**src/rtl/freq_div_ctrl.sv**
```systemverilog
// Run-time clock-divider controller: ratio updates over valid/ready, glitch-free
// registered clk_out whose ratio and start/stop only change on period boundaries.
module freq_div_ctrl #(
   parameter int CNT_W       = 8,
   parameter int DEFAULT_DIV = 64
) (
   input  logic             clk_in,
   input  logic             reset,
   input  logic             en,
   input  logic             cfg_valid,
   input  logic [CNT_W-1:0] cfg_div,
   output logic             cfg_ready,
   output logic             cfg_err,
   output logic             clk_out,
   output logic             tick,
   output logic             busy
);

   typedef enum logic [1:0] {IDLE, RUN, PEND} state_t;

   localparam logic [CNT_W-1:0] DEF_DIV = CNT_W'(DEFAULT_DIV);
   localparam logic [CNT_W-1:0] ONE     = CNT_W'(1);
   localparam logic [CNT_W-1:0] TWO     = CNT_W'(2);

   state_t           state, state_nxt;
   logic [CNT_W-1:0] cnt, cnt_nxt;
   logic [CNT_W-1:0] cur_div, cur_div_nxt;
   logic [CNT_W-1:0] pend_div, pend_div_nxt;
   logic [CNT_W-1:0] cnt_inc;
   logic             clk_out_nxt, tick_nxt, cfg_err_nxt;
   logic             accept, legal, wrap;

   assign cfg_ready = (state != PEND);
   assign busy      = (state != IDLE);
   assign accept    = cfg_valid & cfg_ready;
   assign legal     = (cfg_div >= TWO);
   assign wrap      = (state != IDLE) && (cnt == cur_div - ONE);
   assign cnt_inc   = cnt + ONE;

   always_ff @(posedge clk_in or negedge reset) begin
      if (!reset) begin
         state    <= IDLE;
         cnt      <= '0;
         cur_div  <= DEF_DIV;
         pend_div <= '0;
         clk_out  <= 1'b0;
         tick     <= 1'b0;
         cfg_err  <= 1'b0;
      end else begin
         state    <= state_nxt;
         cnt      <= cnt_nxt;
         cur_div  <= cur_div_nxt;
         pend_div <= pend_div_nxt;
         clk_out  <= clk_out_nxt;
         tick     <= tick_nxt;
         cfg_err  <= cfg_err_nxt;
      end
   end

   always_comb begin
      state_nxt    = state;
      cnt_nxt      = cnt;
      cur_div_nxt  = cur_div;
      pend_div_nxt = pend_div;
      clk_out_nxt  = clk_out;
      tick_nxt     = 1'b0;
      cfg_err_nxt  = accept & ~legal;

      unique case (state)
         IDLE: begin
            cnt_nxt     = '0;
            clk_out_nxt = 1'b0;
            if (accept && legal) cur_div_nxt = cfg_div;
            if (en) begin
               state_nxt   = RUN;
               clk_out_nxt = 1'b1;
               tick_nxt    = 1'b1;
            end
         end
         RUN, PEND: begin
            if (wrap) begin
               // A ratio accepted exactly on a RUN wrap edge is itself on a boundary, so apply it now.
               if (state == PEND)          cur_div_nxt = pend_div;
               else if (accept && legal)   cur_div_nxt = cfg_div;
               cnt_nxt = '0;
               if (en) begin
                  state_nxt   = RUN;
                  clk_out_nxt = 1'b1;
                  tick_nxt    = 1'b1;
               end else begin
                  state_nxt   = IDLE;
                  clk_out_nxt = 1'b0;
               end
            end else begin
               cnt_nxt     = cnt_inc;
               clk_out_nxt = (cnt_inc < (cur_div >> 1));
               if (state == RUN && accept && legal) begin
                  pend_div_nxt = cfg_div;
                  state_nxt    = PEND;
               end
            end
         end
         default: state_nxt = IDLE;
      endcase
   end

endmodule

```
**config.mk**
```make
export PLATFORM = sky130hd
export DESIGN_NAME = freq_div_ctrl
export DESIGN_NICKNAME = d
export VERILOG_FILES = /design/src/rtl/freq_div_ctrl.sv
export SDC_FILE = /design/constraint.sdc
export NUM_CORES = 1
export LEC_CHECK = 0
export CAP_MARGIN = 20
export CORE_UTILIZATION = 55
export DETAILED_ROUTE_END_ITERATION = 12
export GPL_ROUTABILITY_DRIVEN = 1
export PLACE_DENSITY = 0.73
export SLEW_MARGIN = 20
export SYNTH_ARGS = -nofsm -noshare
export SYNTH_HDL_FRONTEND = slang
export SYNTH_SLANG_ARGS = --single-unit
```
**constraint.sdc**
```tcl
create_clock -name clk_in -period 4.38 [get_ports clk_in]
set_input_delay 0.438 -clock clk_in [delete_from_list [all_inputs] [get_ports clk_in]]
set_output_delay 0.438 -clock clk_in [all_outputs]
set_load 0.005 [all_outputs]
```
==> impl_metrics.env <==
export IMPL_status="finished clean"
export IMPL_slowest_stage="a21oi_1"
export IMPL_ctsHoldBuffers=0
export IMPL_r2r_slack_ns=1.85
export IMPL_ys_warn_count=0
export IMPL_clock_latency_ns=0.34
export IMPL_hold_path_class="in -> async"
export IMPL_nets=236
export IMPL_ir_drop_mv=0.375
export IMPL_place_hpwl_mm=3.26
export IMPL_slew_violations=0
export IMPL_wl_per_cell_um=17.1
export IMPL_arrival_ns=2.73
export IMPL_slowest_delay_ns=0.55
export IMPL_drt_pass1_iterations=4
export IMPL_initial_core_util=0.598
export IMPL_grt_pass1_vias=1558
export IMPL_fin_skew_ns=0.00493
export IMPL_fp_dieH_um=60.8
export IMPL_tightestPinTransition_ns=0.646
export IMPL_post_route_cell_area_sq_um=2160
export IMPL_drt_wl_total_mm=4.39
export IMPL_dp_slack_ns=1.90
export IMPL_synth_top_area_cell="dfrtp_1"
export IMPL_r2r_cells=8
export IMPL_fin_crit_ns=2.53
export IMPL_startpoint_type="flop"
export IMPL_synth_ff_type="dfrtp_1"
export IMPL_cts_resized=0
export IMPL_clkTransAtPathRegs_ns=0.09
export IMPL_endpoint_kind="flop"
export IMPL_syn_mean_instance_area_sq_um=9.85
export IMPL_num_vias=1565
export IMPL_r2r_start="cur_div[0]$_DFFE_PN0P_"
export IMPL_core_sq_um=3180
export IMPL_crit_type="reg -> reg"
export IMPL_r2r_end="cur_div[7]$_DFFE_PN0P_"
export IMPL_postPlaceCellArea_sq_um=2100
export IMPL_cp_endpoint="cur_div[7]$_DFFE_PN0P_"
export IMPL_ys_types=52
export IMPL_tns_ns=0
export IMPL_relSlewSlack=0.569
export IMPL_grt_max_degree=30
export IMPL_htree_levels=2
export IMPL_ios=17
export IMPL_seq_area_frac_synth=0.382
export IMPL_worstPathCellList="inv_1 -> ha_1 -> xor2_1 -> nand3_1 -> nor4b_4 -> o211ai_2 -> a21oi_1 -> a2bb2oi_1"
export IMPL_grt_pass1_wl_mm=7.40
export IMPL_synthTopCellsByArea="dfrtp_1 (37%), ha_1 (7.9%), mux2_2 (4.1%)"
export IMPL_viasPerCell=6.09
export IMPL_setup_slack_ns=1.85
export IMPL_drt_iter0_markers=81
export IMPL_dp_cells=249
export IMPL_antenna_found_initial=0
export IMPL_crit_path_start="cur_div[0]$_DFFE_PN0P_"
export IMPL_powerDensity_nw_per_um2=612
export IMPL_ant_nets=0
export IMPL_finalNonFillerCells=257
export IMPL_die_area_sq_um=3700
export IMPL_numPortBuffers=16
export IMPL_post_route_period_util=0.577
export IMPL_postSynth_asyncResetShare=1.00
export IMPL_syn_nets=217
export IMPL_postSynthCellCount=193
export IMPL_routabilityCongestion=0.929
export IMPL_cp_required_ns=4.58
export IMPL_hold_viol=0
export IMPL_fillers=277
export IMPL_rows=20
export IMPL_fmax_mhz=396
export IMPL_ys_ff_latch=29
export IMPL_root_buffer="clkbuf_4"
export IMPL_drive_above_1_share=0.122
export IMPL_critical_path_peak_fanout=8
export IMPL_ys_top_cells_by_count="dfrtp_1 (28), nand2_1 (20), inv_1 (14)"
export IMPL_rsz0062_at_grt="no"
export IMPL_p_leak_nw=0.954
export IMPL_p_total_mw=1.32
export IMPL_postCtsSetupBuffers=0
export IMPL_clockBufferDepth=2
export IMPL_area_growth_pct=13.7
export IMPL_grtUsageTotal=0.282
export IMPL_setup_violations=0
export IMPL_cts_tree="yes"
export IMPL_synth_edf_count=0
export IMPL_synth_most_common_cell="dfrtp_1"
export IMPL_synth_area_sq_um=1900
export IMPL_cap_violations=0
export IMPL_grt_overflow=0
export IMPL_diodes=0
export IMPL_cts_buffers=5
export IMPL_numClockSinks=29
export IMPL_drc=0
export IMPL_die_w_um=60.8
export IMPL_synth_top_area_frac=0.368
cell families after synthesis:
family,Yosys count,synth area share
compound gates,50,0.206
xor+xnor,13,0.0638
fa+ha+maj,12,0.0789
buf+inv,19,0.0382
flops,29,0.382
mux,10,0.0579
simple gates,60,0.173
where the power goes:
part	internal, mW	switching (mW)	total [mW]
sequential	0.371	0.104	0.475
clock	0.0791	0.0944	0.173
combinational	0.308	0.367	0.676
total	0.759	0.566	1.32
routing by layer:
layer / up-vias / track usage / routed length (um) / share of wire
li1: 746 / - / - / -
met1: 781 / 0.372 / 2070 / 0.47
met2: 33 / 0.458 / 2090 / 0.48
met3: 5 / 0.0682 / 183 / 0.042
met4: 0 / 0.0909 / 51 / 0.012
met5: - / 0 / 0 / 0
sequential cells by signal, indices dropped and copies added, names as in the netlist, named ones only:
| signal | flops |
|---|---|
| state | 2 |
| cur_div | 7 |
| tick | 1 |
| pend_div | 8 |
| clk_out | 1 |
| cnt | 8 |
| cfg_err | 1 |
placed cells by master, fill, tap and decap left out, types with 6 or more instances in the layout:
cell type	synthesis	layout
a21oi_1	8	8
a2bb2oi_1	6	6
clkdlybuf4s50_1	0	16
dfrtp_1	28	28
ha_1	12	12
inv_1	14	14
mux2_2	7	7
nand2_1	20	20
nand3_1	9	9
nor2_1	6	6
o21ai_0	9	9
o22ai_1	6	6
xnor2_1	8	8
worst max-delay path, delay by kind of cell (launching register included):
family	cells	cell delay, ns
buffers and inverters	1	0.07
adder cells (fa/ha/maj)	1	0.31
AO/OA/AOI/OAI	3	0.95
XOR/XNOR	1	0.15
flip-flops	1	0.44
AND/OR/NAND/NOR	2	0.47
cell type report:
class                   count  area [sq um]  share of cell area
inverters                  14          52.6              0.0243
multi-input cells         145          1100               0.510
clock buffers               8          58.8              0.0272
well taps                  44          55.1              0.0254
flip-flops and latches     29           727               0.336
repair buffers             17           168              0.0775
worst min path at each step:
stage | end | slack [ns] | depth (start not counted)
detailed placement | pend_div[0]$_DFFE_PN0P_ | 0.48 | 1
global route | cur_div[7]$_DFFE_PN0P_ | 0.50 | 2
CTS | cur_div[7]$_DFFE_PN0P_ | 0.49 | 2
finish | cur_div[7]$_DFFE_PN0P_ | 0.47 | 2
global placement | pend_div[0]$_DFFE_PN0P_ | 0.47 | 1
floorplan | cfg_err$_DFF_PN0_ | 0.14 | 0
metrics by stage:
stage / hold slack [ns] / util
finish: 0.472 / 0.681
floorplan: 0.142 / -
CTS: 0.486 / 0.681
detailed placement: 0.481 / 0.662
global placement: 0.471 / 0.662
global route: 0.502 / 0.681
(Power assumes the default switching activity.)
